===== src/rtl/seg7_pkg.sv =====
// Shared types and glyph table for the multiplexed
// seven-segment scan driver.
package seg7_pkg;

  typedef enum logic [1:0] {
    LOAD,
    DRIVE,
    GAP
  } scan_state_t;

  localparam logic [6:0] SEG_BLANK = 7'b1111111;

  // Active-low {g,f,e,d,c,b,a} hex glyphs.
  function automatic logic [6:0] hex_to_seg7(
    input logic [3:0] h
  );
    logic [6:0] s;
    case (h)
      4'h0: s = 7'b1000000;
      4'h1: s = 7'b1111001;
      4'h2: s = 7'b0100100;
      4'h3: s = 7'b0110000;
      4'h4: s = 7'b0011001;
      4'h5: s = 7'b0010010;
      4'h6: s = 7'b0000010;
      4'h7: s = 7'b1111000;
      4'h8: s = 7'b0000000;
      4'h9: s = 7'b0010000;
      4'hA: s = 7'b0001000;
      4'hB: s = 7'b0000011;
      4'hC: s = 7'b1000110;
      4'hD: s = 7'b0100001;
      4'hE: s = 7'b0000110;
      default: s = 7'b0001110;
    endcase
    return s;
  endfunction

endpackage


===== src/rtl/seg7_decode.sv =====
// Combinational hex to active-low seven-segment
// decoder.
module seg7_decode
  import seg7_pkg::*;
(
  input  logic [3:0] hex_i,
  output logic [6:0] seg_o
);

  assign seg_o = hex_to_seg7(hex_i);

endmodule


===== src/rtl/seg7_scan_mux.sv =====
// N-digit common-anode scan driver with frame
// snapshot, dead-time slots and leading-zero blanking.
module seg7_scan_mux
  import seg7_pkg::*;
#(
  parameter  int N_DIGITS  = 2,
  parameter  int DRIVE_CYC = 50000,
  parameter  int GAP_CYC   = 0,
  localparam int SUM_W     = 4 + $clog2(N_DIGITS)
) (
  input  logic                  clk,
  input  logic                  reset,
  input  logic [4*N_DIGITS-1:0] digits,
  input  logic [N_DIGITS-1:0]   blank_mask,
  input  logic                  lzb_en,
  output logic [6:0]            seg,
  output logic [N_DIGITS-1:0]   anode,
  output logic [SUM_W-1:0]      sum,
  output logic                  frame_start
);

  localparam int IDX_W =
    (N_DIGITS > 1) ? $clog2(N_DIGITS) : 1;
  localparam int CMAX0 =
    (DRIVE_CYC > GAP_CYC) ? DRIVE_CYC : GAP_CYC;
  localparam int CMAX = (CMAX0 < 2) ? 2 : CMAX0;
  localparam int CNT_W = $clog2(CMAX);

  localparam logic [CNT_W-1:0] DRV_LAST =
    CNT_W'(DRIVE_CYC - 1);
  localparam logic [CNT_W-1:0] GAP_LAST =
    (GAP_CYC > 0) ? CNT_W'(GAP_CYC - 1) : '0;
  localparam logic [IDX_W-1:0] IDX_LAST =
    IDX_W'(N_DIGITS - 1);
  localparam logic [N_DIGITS-1:0] ONE = 1;

  scan_state_t           state_q, state_d;
  logic [IDX_W-1:0]      idx_q, idx_d;
  logic [CNT_W-1:0]      cnt_q, cnt_d;
  logic                  go_q;
  logic [4*N_DIGITS-1:0] dig_q;
  logic [N_DIGITS-1:0]   mask_q;
  logic                  lzb_q;
  logic [6:0]            seg_q;
  logic [N_DIGITS-1:0]   anode_q;
  logic [SUM_W-1:0]      sum_q, sum_d;
  logic                  fs_q;

  logic                  adv;
  logic [N_DIGITS-1:0]   dark;
  logic                  zero_run;
  logic [3:0]            cur_dig;
  logic [6:0]            dec_seg;

  always_comb begin
    state_d = state_q;
    idx_d   = idx_q;
    cnt_d   = cnt_q;
    adv     = 1'b0;
    if (!go_q) begin
      state_d = LOAD;
      idx_d   = '0;
      cnt_d   = '0;
    end else begin
      case (state_q)
        LOAD: begin
          state_d = DRIVE;
          idx_d   = '0;
          cnt_d   = '0;
        end
        DRIVE: begin
          if (cnt_q == DRV_LAST) begin
            if (GAP_CYC > 0) begin
              state_d = GAP;
              cnt_d   = '0;
            end else begin
              adv = 1'b1;
            end
          end else begin
            cnt_d = cnt_q + 1'b1;
          end
        end
        GAP: begin
          if (cnt_q == GAP_LAST) adv = 1'b1;
          else cnt_d = cnt_q + 1'b1;
        end
        default: state_d = LOAD;
      endcase
    end
    if (adv) begin
      cnt_d = '0;
      if (idx_q == IDX_LAST) begin
        state_d = LOAD;
        idx_d   = '0;
      end else begin
        state_d = DRIVE;
        idx_d   = idx_q + 1'b1;
      end
    end
  end

  // Scan from the top digit down so zero_run means
  // "this digit and every higher one is zero".
  always_comb begin
    zero_run = 1'b1;
    dark     = '0;
    for (int i = N_DIGITS - 1; i >= 0; i--) begin
      zero_run = zero_run & (dig_q[4*i +: 4] == 4'd0);
      dark[i]  = mask_q[i]
               | (lzb_q && (i > 0) && zero_run);
    end
  end

  always_comb begin
    sum_d = '0;
    for (int i = 0; i < N_DIGITS; i++) begin
      sum_d = sum_d + SUM_W'(dig_q[4*i +: 4]);
    end
  end

  assign cur_dig = dig_q[{idx_d, 2'b00} +: 4];

  seg7_decode u_dec (
    .hex_i (cur_dig),
    .seg_o (dec_seg)
  );

  always_ff @(posedge clk or negedge reset) begin
    if (!reset) begin
      go_q    <= 1'b0;
      state_q <= LOAD;
      idx_q   <= '0;
      cnt_q   <= '0;
      dig_q   <= '0;
      mask_q  <= '0;
      lzb_q   <= 1'b0;
      seg_q   <= SEG_BLANK;
      anode_q <= '1;
      sum_q   <= '0;
      fs_q    <= 1'b0;
    end else begin
      go_q    <= 1'b1;
      state_q <= state_d;
      idx_q   <= idx_d;
      cnt_q   <= cnt_d;
      fs_q    <= (state_d == LOAD);
      if (state_d == LOAD) begin
        dig_q  <= digits;
        mask_q <= blank_mask;
        lzb_q  <= lzb_en;
      end
      if (state_q == LOAD) sum_q <= sum_d;
      if (state_d == DRIVE && !dark[idx_d]) begin
        anode_q <= ~(ONE << idx_d);
        seg_q   <= dec_seg;
      end else begin
        anode_q <= '1;
        seg_q   <= SEG_BLANK;
      end
    end
  end

  assign seg         = seg_q;
  assign anode       = anode_q;
  assign sum         = sum_q;
  assign frame_start = fs_q;

endmodule


===== config.mk =====
export PLATFORM = sky130hd
export DESIGN_NAME = seg7_scan_mux
export DESIGN_NICKNAME = d
export VERILOG_FILES = /design/src/rtl/seg7_pkg.sv /design/src/rtl/seg7_decode.sv /design/src/rtl/seg7_scan_mux.sv
export SDC_FILE = /design/constraint.sdc
export NUM_CORES = 1
export LEC_CHECK = 0
export CAP_MARGIN = 40
export CORE_UTILIZATION = 25
export DETAILED_ROUTE_END_ITERATION = 8
export PLACE_DENSITY_LB_ADDON = 0.2
export SLEW_MARGIN = 20
export SYNTH_ARGS = -nofsm -noshare
export SYNTH_HDL_FRONTEND = slang
export SYNTH_SLANG_ARGS = --single-unit

===== constraint.sdc =====
create_clock -name clk -period 2.7 [get_ports clk]
set_input_delay 0.405 -clock clk [delete_from_list [all_inputs] [get_ports clk]]
set_output_delay 0.405 -clock clk [all_outputs]
set_load 0.05 [all_outputs]

==> flow_metrics.py, run 1 <==
metrics = {
    "status": {
        "outcome": "completed",
    },
    "logic_synthesis": {
        "synth-main-ff-cell": "dfrtp_1",
        "ys_ff_latch": 46,
        "syn-cell-area_um2": 2610,
        "synth_cell_type_count": 53,
        "syn_inst": 251,
        "async_reset_ff_share_pct": 100,
        "synth-seq-area-share_pct": 44.6,
        "yosysWarnings": 0,
        "synth_area_per_cell_um2": 10.4,
        "synth_edf_count": 0,
        "syn-num-nets": 281,
    },
    "routing": {
        "via_count": 2040,
        "wl_met3_um": 161,
        "drt_pass1_iterations": 4,
        "ant_nets": 0,
        "wire_per_inst_um": 13.7,
        "maxUsedRoutingLayer": "met4",
        "wl_met1_um": 3050,
        "drc_errors": 0,
        "met2WireLength_um": 2760,
        "drt_iter0_markers": 70,
        "vias_per_cell": 4.63,
        "wirelength_um": 6060,
    },
    "power": {
        "powerDensity_nw_per_um2": 528,
        "p_clk_share_pct": 25.1,
        "combPwrFrac_pct": 30.0,
        "vdd_ir_drop_max_uv": 310,
        "switching_share_pct": 35.0,
        "internal_power_uw": 1170,
        "pwr-share-seq_pct": 44.9,
        "total_power_uw": 1800,
        "p_sw_uw": 628,
        "p_leak_uw": 0.00145,
    },
    "global_route": {
        "grtUsageTotal_pct": 11.7,
        "grt_max_degree": 29,
        "grt_pass1_wl_um": 10200,
        "grt_pass1_vias": 2080,
        "grt_overflow": 0,
        "grt_antenna_before_repair": 0,
    },
    "sta": {
        "worstMarginPinSlew_ns": 0.539,
        "fin_crit_sh_pct": 93.4,
        "fmax_mhz": 397,
        "worst_slew_margin_rel_pct": 64.0,
        "hold_violations": 0,
        "setup_violations": 0,
        "min_period_ns": 2.52,
        "clock-skew-final_ns": 0.00972,
        "rsz0062_at_grt": "false",
        "maxSlewViolCount": 0,
    },
    "worst_setup_path": {
        "worst-path-buf-inv": 1,
        "worst_path_max_delay_cell": "or4_4",
        "worstPathCellList": "or4_4, nor3_4, o2111a_1, a21o_4, mux2i_2, buf_4, ha_2, mux2i_1, o221ai_1",
        "crit_family": "simple AND/OR/NAND/NOR gates",
        "critical_path.max_fanout": 5,
        "critPathArrivalTime_ns": 2.75,
        "critical_path.max_stage_delay_ns": 0.55,
        "criticalPathCategory": "reg -> reg",
        "crit_required_ns": 2.93,
        "startpoint_type": "flop",
        "crit_path_end_kind": "flop",
    },
    "job": {
        "maxCapViolations": 0,
    },
    "die": {
        "die_w_um": 104,
        "row_count": 36,
        "start_util_pct": 26.2,
        "die_h_um": 104,
        "io_pins": 28,
        "die-area_um2": 10800,
        "core-area_um2": 9950,
    },
    "hold_path": {
        "hold_path.class": "in -> async",
    },
    "cells_and_area": {
        "ff_latch_area_um2": 1160,
        "nFillCells": 994,
        "drive_above_1_share_pct": 26.3,
        "area.growth.synth_to_final_pct": 30.5,
        "n_antenna_cell": 0,
        "final_core_util_pct": 34.2,
        "multi_input_area_um2": 1410,
        "finalNetCount": 337,
    },
    "clock_tree": {
        "cts.htree.levels": 2,
        "hold_buffers": 0,
        "cts.path.max_buffers": 2,
        "clkTransAtPathRegs_ns": 0.10,
        "cts_tree": "yes",
        "clock-sinks": 46,
        "cts-root-buf": "clkbuf_8",
        "insertion_delay_ns": 0.31,
        "cts_buffers": 5,
    },
    "place": {
        "portBuffers": 27,
        "gp_congestion": 0.795,
        "dpl.hpwl_um": 4480,
    },
}
## worst reg2reg max path: cells and delay by family (launching register included)
kind	cells	cell delay [ns]
mux	2	0.32
flops	1	0.39
simple gates	2	0.75
compound gates	3	0.58
buf+inv	1	0.17
fa+ha+maj	1	0.23
## registers in the layout, summed over array words and instances, names as in the netlist
name,count
frame_start,1
dig_q,8
mask_q,2
sum,5
lzb_q,1
seg,7
go_q,1
anode,2
state_q,2
cnt_q,16
idx_q,1
## through the flow
stage	instance area, µm²	instances	setup TNS (ns)	hold slack, ns	setup WS (ns)
after floorplan	2630	251	0	0.109	0.00531
after global placement	3210	429	0	0.494	0.0595
after detailed placement	3230	430	-0.0137	0.343	-0.0137
after CTS	3340	440	0	0.00946	0.0316
after global routing	3400	441	0	0.0184	0.000570
final	3400	441	0	0.000147	0.179
## metal layers
metal,GRT usage (%),up-vias
met5,0,-
met4,4.08,0
met3,2.19,7
met2,18.5,35
met1,15.9,985
li1,-,1013
## synth_stat cells, types with 6 or more instances
master    count  share of area, %
clkbuf_1      6              0.86
dfrtp_1      37                36
dfstp_2       9               9.1
ha_1         16               7.7
inv_1        16               2.3
mux2_2       14               6.0
mux2i_1       8               3.1
nand2_1      16               2.3
nand3_1       8               1.5
nor2_1       18               2.6
nor3_1        6               1.2
o21ai_0      21               4.0
## cell usage in the layout, fill, tap and decap left out, types with 2 or more instances in the layout
| master | synthesis | routed |
|---|---|---|
| ha_2 | 0 | 2 |
| and3_1 | 5 | 5 |
| dfstp_2 | 9 | 9 |
| nor4_1 | 5 | 5 |
| inv_1 | 16 | 15 |
| mux2i_4 | 1 | 2 |
| clkbuf_8 | 0 | 5 |
| nor3_1 | 6 | 6 |
| dfrtp_1 | 37 | 37 |
| a21o_1 | 3 | 2 |
| xnor2_1 | 5 | 5 |
| buf_6 | 1 | 2 |
| a21oi_1 | 5 | 5 |
| mux2_2 | 14 | 14 |
| nor2_1 | 18 | 17 |
| o221ai_1 | 4 | 4 |
| o211ai_1 | 3 | 3 |
| o31ai_1 | 5 | 5 |
| nand2_1 | 16 | 16 |
| o21ai_1 | 0 | 2 |
| ha_1 | 16 | 13 |
| nor2b_1 | 4 | 4 |
| nand4_1 | 2 | 2 |
| mux2i_1 | 8 | 7 |
| a22o_1 | 2 | 2 |
| nand3_1 | 8 | 8 |
| nand2b_1 | 3 | 3 |
| o21ai_0 | 21 | 18 |
| clkdlybuf4s50_1 | 0 | 26 |
| buf_4 | 1 | 27 |
## final timing paths
| check | end | cells past startpoint | slack (ns) | from |
|---|---|---|---|---|
| max in group asynchronous | seg[1]$_DFF_PN1_ | 2 | 2.16 | reset |
| min reg2reg | mask_q[1]$_DFFE_PN0P_ | 1 | 0.51 | mask_q[1]$_DFFE_PN0P_ |
| min | cnt_q[1]$_DFFE_PN0P_ | 1 | 0.0001 | reset |
| max reg2reg | seg[4]$_DFF_PN1_ | 9 | 0.18 | cnt_q[11]$_DFFE_PN0P_ |
| max | seg[4]$_DFF_PN1_ | 9 | 0.18 | cnt_q[11]$_DFFE_PN0P_ |
| min in group clk | mask_q[1]$_DFFE_PN0P_ | 1 | 0.51 | mask_q[1]$_DFFE_PN0P_ |
## logic make-up (layout without fill, tap and decap cells)
| kind of cell | count (synthesis) | count (layout) | share of synthesized area, % |
|---|---|---|---|
| xor+xnor | 6 | 6 | 2.02 |
| flops | 46 | 46 | 44.6 |
| compound gates | 56 | 56 | 14.4 |
| simple gates | 76 | 76 | 15.5 |
| other cells | 1 | 1 | 0.144 |
| mux | 25 | 25 | 11.1 |
| buf+inv | 24 | 81 | 3.89 |
| fa+ha+maj | 17 | 17 | 8.45 |
## final cells by class
type                       count  area share [%]
clock inverter                 3           0.736
sequential                    46            34.2
inverter                      16            1.77
tap                          133            4.89
clock buffer                   5            2.02
multi-input combinational    181            41.4
timing repair buffer          57            15.0
## power by group through the flow
stage / Combinational (µW) / Clock, µW / Sequential (µW)
3_3_place_gp: 518 / 0 / 821
3_5_place_dp: 524 / 0 / 820
4_1_cts: 529 / 474 / 808
2_1_floorplan: 201 / 0 / 957
5_1_grt: 585 / 499 / 818
6_report: 539 / 450 / 806
## timing repair
action / in CTS / in global routing
buffers inserted: 2 / 1
setup endpoints to repair: 1 / 7
gates resized for setup: 0 / 16
pin swaps: 0 / 5
hold endpoints to repair: 0 / 0
No activity file was read; power rests on OpenSTA's default activity.
==> run 2, diff against run 1 <==
Settings changed: ABC_AREA set to 1.
==> flow_metrics.py, run 2 <==
metrics = {
    "status": {
        "outcome": "completed",
    },
    "global_route": {
        "grtUsageTotal_pct": 12.0,
        "grt_overflow": 0,
        "grt_pass1_wl_um": 10900,
        "grt_antenna_before_repair": 0,
        "grt_pass1_vias": 2322,
        "grt_max_degree": 24,
    },
    "sta": {
        "fin_crit_sh_pct": 87.6,
        "hold_violations": 0,
        "setup-tns-final_ns": 0,
        "finalHoldWorstSlack_ns": 0.0546,
        "maxSlewViolCount": 0,
        "rsz0062_at_grt": "false",
        "min_period_ns": 2.37,
        "fmax_mhz": 423,
        "clock-skew-final_ns": 0.00602,
        "setup_violations": 0,
        "worst_slew_margin_rel_pct": 66.5,
        "worstMarginPinSlew_ns": 0.501,
    },
    "power": {
        "p_leak_uw": 0.00154,
        "internal_power_uw": 1180,
        "p_sw_uw": 587,
        "vdd_ir_drop_max_uv": 199,
        "powerDensity_nw_per_um2": 533,
        "pwr-share-seq_pct": 44.5,
        "switching_share_pct": 33.2,
        "combPwrFrac_pct": 25.8,
        "p_clk_share_pct": 29.8,
    },
    "die": {
        "row_count": 37,
        "die_w_um": 107,
        "core-area_um2": 10500,
        "start_util_pct": 26.3,
        "die_h_um": 107,
        "io_pins": 28,
        "die-area_um2": 11500,
    },
    "place": {
        "gp_congestion": 0.844,
        "portBuffers": 27,
        "dpl.cell_count": 515,
        "dpl.hpwl_um": 4850,
    },
    "clock_tree": {
        "insertion_delay_ns": 0.30,
        "cts.path.max_buffers": 2,
        "clkTransAtPathRegs_ns": 0.09,
        "post_cts_buffers": 0,
        "clock-sinks": 46,
        "cts.htree.levels": 2,
        "cts-root-buf": "clkbuf_8",
        "hold_buffers": 0,
        "cts_buffers": 5,
        "cts_tree": "yes",
        "post_cts_resized": 0,
    },
    "cells_and_area": {
        "ff_latch_area_um2": 1160,
        "largest_reg_flops": 16,
        "finalNetCount": 416,
        "final_cells": 523,
        "drive_above_1_share_pct": 13.7,
        "final_cell_mix": "92 x nand2_1, 38 x inv_1, 37 x nor2_1, 37 x dfrtp_1, 32 x nand3_1",
        "top_register": "cnt_q",
        "final_common_cell": "nand2_1",
        "multi_input_area_um2": 1400,
        "area.growth.synth_to_final_pct": 20.3,
        "nFillCells": 1119,
        "n_antenna_cell": 0,
    },
    "logic_synthesis": {
        "netlist_top_cells_area": "dfrtp_1 34%, nand2_1 13%, dfstp_2 8.6%",
        "synth-seq-area-share_pct": 42.1,
        "synth_top_cell_area_share_pct": 33.6,
        "synth_edf_count": 0,
        "syn_inst": 351,
        "yosys.cell_count.top_type": "nand2_1",
        "ys_ff_latch": 46,
        "yosysTopAreaCell": "dfrtp_1",
        "synth-main-ff-cell": "dfrtp_1",
        "async_reset_ff_share_pct": 100,
        "synth_area_per_cell_um2": 7.86,
        "syn-cell-area_um2": 2760,
        "ys_top_cells_by_count": "92 x nand2_1, 38 x inv_1, 37 x dfrtp_1, 37 x nor2_1, 32 x nand3_1",
        "yosysWarnings": 0,
        "synth_cell_type_count": 38,
        "syn-num-nets": 381,
    },
    "routing": {
        "ant_nets": 0,
        "drt_pass1_iterations": 4,
        "vias_per_cell": 4.38,
        "wirelength_um": 6190,
        "wire_per_inst_um": 11.8,
        "drt_iter0_markers": 44,
        "via_count": 2293,
        "drc_errors": 0,
    },
    "job": {
        "maxCapViolations": 0,
    },
    "worst_setup_path": {
        "crit_path_end_kind": "flop",
        "startpoint_type": "flop",
        "crit_start": "state_q[0]$_DFF_PN0_",
        "ff2ff_path_depth": 20,
        "criticalPathCategory": "reg -> reg",
        "critPathArrivalTime_ns": 2.61,
        "ff2ff_setup_slack_ns": 0.33,
        "r2r_start": "state_q[0]$_DFF_PN0_",
        "crit_required_ns": 2.94,
        "critical_path.max_fanout": 7,
    },
    "hold_path": {
        "hold_path.class": "in -> async",
    },
}
-- run 2: cell count changes after synthesis, sizes merged, moves of 6 or more --
cell,change
a21oi,+8
clkbuf,-6
inv,+28
mux2,-15
mux2i,-10
nand2,+91
nand3,+26
nor2,+24
nor3,-6
nor4,-6
-- run 2: worst max-delay path: stages (launching register included) --
cell     delay (ns)
dfrtp_1        0.41
inv_1          0.09
ha_1           0.20
nand2_1        0.07
inv_1          0.05
nand2_1        0.06
nor2_1         0.09
nand3_1        0.10
nand2_2        0.10
nand3_1        0.11
nand2_4        0.13
nand2_4        0.09
nand2_1        0.08
nand2_2        0.08
inv_2          0.10
ha_1           0.24
inv_1          0.06
nand3_1        0.07
nand2_1        0.07
nand2_1        0.05
nand3_1        0.08
-- run 2: metal layers --
metal / GRT usage [%] / routed length, µm / up-vias / share of wire (%)
met2: 20.7 / 3010 / 32 / 49
met3: 2.43 / 184 / 12 / 3.0
met5: 0 / 0 / - / 0
li1: - / - / 1192 / -
met1: 14.7 / 2860 / 1057 / 46
met4: 4.31 / 124 / 0 / 2.0
-- run 2: metrics by stage --
step                worst slack (ns)  util, %  area, µm²  total power, µW
floorplan                      0.556        -       2760             1100
global placement               0.419     30.3       3190             1260
detailed placement             0.352     30.5       3210             1260
CTS                            0.327     31.6       3320             1800
global route                  0.0158     31.6       3320             1870
finish                         0.335     31.6       3320             1770
-- run 2: layout make-up --
| type | count | area share, % |
|---|---|---|
| multi-input cells | 257 | 42.1 |
| flip-flops and latches | 46 | 35.0 |
| repair buffers | 31 | 9.27 |
| inverters | 45 | 5.16 |
| well taps | 136 | 5.13 |
| clock buffers | 6 | 2.19 |
| clock inverters | 2 | 1.13 |
-- run 2: cells by family (layout without fill, tap and decap cells) --
kind of cell    after synthesis  after routing  share of synthesized area [%]
flops                        46             46                           42.1
fa+ha+maj                    17             17                           7.98
simple gates                198            198                           34.4
compound gates               39             39                           7.53
buf+inv                      48             84                           7.21
xor+xnor                      2              2                          0.635
other cells                   1              1                          0.136
-- run 2: power by group through the flow --
stage / sequential (µW) / clock [µW] / combinational [µW]
2_1_floorplan: 915 / 0 / 187
4_1_cts: 789 / 544 / 463
3_5_place_dp: 802 / 0 / 460
5_1_grt: 795 / 571 / 504
6_report: 787 / 527 / 456
3_3_place_gp: 801 / 0 / 460
-- run 2: path summary, 6_finish.rpt --
| path | endpoint |
|---|---|
| max in group asynchronous | seg[4]$_DFF_PN1_ |
| worst max register to register | seg[3]$_DFF_PN1_ |
| min in group clk | sum[0]$_DFFE_PN0P_ |
| worst min register to register | sum[0]$_DFFE_PN0P_ |
| worst max-delay path | seg[3]$_DFF_PN1_ |
| worst min-delay path | cnt_q[1]$_DFFE_PN0P_ |
==> run 3, diff against run 2 <==
Settings changed: CAP_MARGIN 40 to 20, CTS_CLUSTER_DIAMETER set to 50, SETUP_SLACK_MARGIN set to 0.1.
==> flow_metrics.py, run 3 (same netlist as run 2, synthesis figures left out) <==
metrics = {
    "die": {
        "start_util_pct": 26.3,
        "die-area_um2": 11500,
        "row_count": 37,
        "die_h_um": 107,
        "core-area_um2": 10500,
        "io_pins": 28,
        "die_w_um": 107,
    },
    "worst_setup_path": {
        "ff2ff_path_depth": 19,
        "crit_path_end_kind": "flop",
        "startpoint_type": "flop",
        "critPathArrivalTime_ns": 2.56,
        "worst_path_max_delay_cell": "dfrtp_1",
        "crit_required_ns": 2.94,
        "critical_path.max_stage_delay_ns": 0.42,
        "critical_path.max_fanout": 7,
        "worstPathCellList": "inv_1, ha_2, nand2_1, inv_1, nand2_1, nor2_1, nand3_1, nand2_2, nand3_2, nand2_4, nand3_1, nand2_2, inv_2, ha_1, inv_1, nand3_1, nand2_1, nand2_1, nand3_1",
        "criticalPathCategory": "reg -> reg",
    },
    "place": {
        "dpl.hpwl_um": 4800,
        "place_ws_ns": 0.346,
        "dpl.cell_count": 514,
        "portBuffers": 27,
        "gp_congestion": 0.844,
    },
    "cells_and_area": {
        "final_cells": 524,
        "drive_above_1_share_pct": 14.7,
        "final_core_util_pct": 31.4,
        "top_register": "cnt_q",
        "finalNetCount": 417,
        "final_cell_mix": "91 x nand2_1, 38 x inv_1, 37 x nor2_1, 37 x dfrtp_1, 31 x nand3_1",
        "final_common_cell": "nand2_1",
        "largest_reg_flops": 16,
        "n_antenna_cell": 0,
        "area.growth.synth_to_final_pct": 19.6,
    },
    "power": {
        "p_clk_share_pct": 25.6,
        "pwr-share-seq_pct": 47.1,
        "switching_share_pct": 35.2,
        "p_sw_uw": 588,
        "combPwrFrac_pct": 27.3,
        "internal_power_uw": 1080,
        "vdd_ir_drop_max_uv": 195,
        "powerDensity_nw_per_um2": 506,
        "p_leak_uw": 0.00153,
    },
    "status": {
        "outcome": "completed",
    },
    "sta": {
        "min_period_ns": 2.33,
        "maxSlewViolCount": 0,
        "clock-skew-final_ns": 0.0111,
        "setup-tns-final_ns": 0,
        "setup_violations": 0,
        "worst_slew_margin_rel_pct": 36.1,
        "hold_violations": 0,
        "fin_crit_sh_pct": 86.2,
        "final.setup.worst_slack_ns": 0.373,
        "fmax_mhz": 430,
        "rsz0062_at_grt": "true",
        "worstMarginPinSlew_ns": 0.959,
        "finalHoldWorstSlack_ns": 0.255,
    },
    "routing": {
        "vias_per_cell": 4.40,
        "drt_iter0_markers": 44,
        "drt_pass1_iterations": 4,
        "wire_per_inst_um": 12.1,
        "via_count": 2306,
        "drc_errors": 0,
        "wirelength_um": 6350,
        "ant_nets": 0,
    },
    "global_route": {
        "grt_pass1_wl_um": 10900,
        "grt_pass1_vias": 2294,
        "grt_max_degree": 41,
        "grtUsageTotal_pct": 12.0,
        "grt_overflow": 0,
        "grt_antenna_before_repair": 0,
    },
    "clock_tree": {
        "cts.htree.levels": 2,
        "insertion_delay_ns": 0.30,
        "clock-sinks": 46,
        "hold_buffers": 0,
        "cts_buffers": 5,
        "cts_tree": "yes",
        "clkTransAtPathRegs_ns": 0.10,
        "cts-root-buf": "clkbuf_8",
        "cts.path.max_buffers": 2,
    },
    "job": {
        "maxCapViolations": 0,
    },
    "hold_path": {
        "hold_path.class": "in -> async",
    },
}
-- run 3: final cells by class --
class / count / area [µm²]
Sequential cell: 46 / 1160
Timing Repair Buffer: 32 / 303
Clock inverter: 3 / 16.3
Inverter: 45 / 171
Fill cell: 1136 / 7210
Multi-Input combinational cell: 257 / 1410
Tap cell: 136 / 170
Clock buffer: 5 / 68.8
-- run 3: critical path: cells and delay by family, from the launching register on --
family,cells,cell delay (ns)
flip-flops,1,0.42
AND/OR/NAND/NOR,13,1.11
adder cells (fa/ha/maj),2,0.49
buffers and inverters,4,0.27
-- run 3: per-layer routing --
metal	part of all wire (%)	vias up	global-route usage [%]
li1	-	1199	-
met3	2.4	10	2.25
met5	0	-	0
met4	1.7	0	4.60
met2	49	37	20.3
met1	47	1060	15.2
-- run 3: what timing repair did --
action                                  in CTS  in global routing
resized for setup                            0                  3
setup buffers                                0                  2
endpoints found under the setup margin       0                  4
hold endpoints to repair                     0                  0
-- run 3: power by group through the flow --
| stage | combinational, µW | sequential [µW] | clock, µW |
|---|---|---|---|
| global route | 504 | 795 | 479 |
| global placement | 460 | 801 | 0 |
| detailed placement | 458 | 801 | 0 |
| floorplan | 187 | 915 | 0 |
| finish | 456 | 787 | 428 |
| CTS | 460 | 789 | 455 |
-- run 3: through the flow --
stage / power [µW] / area (µm²)
after floorplan: 1100 / 2760
after global placement: 1260 / 3190
after detailed placement: 1260 / 3190
after CTS: 1700 / 3270
after global routing: 1780 / 3300
final: 1670 / 3300
-- run 3: worst paths after layout --
check | to | from | slack, ns
max | seg[3]$_DFF_PN1_ | state_q[0]$_DFF_PN0_ | 0.37
min | sum[4]$_DFFE_PN0P_ | reset | 0.26
max reg2reg | seg[3]$_DFF_PN1_ | state_q[0]$_DFF_PN0_ | 0.37
min reg2reg | sum[0]$_DFFE_PN0P_ | sum[0]$_DFFE_PN0P_ | 0.49
max in group asynchronous | anode[0]$_DFF_PN1_ | reset | 1.69
min in group clk | sum[0]$_DFFE_PN0P_ | sum[0]$_DFFE_PN0P_ | 0.49
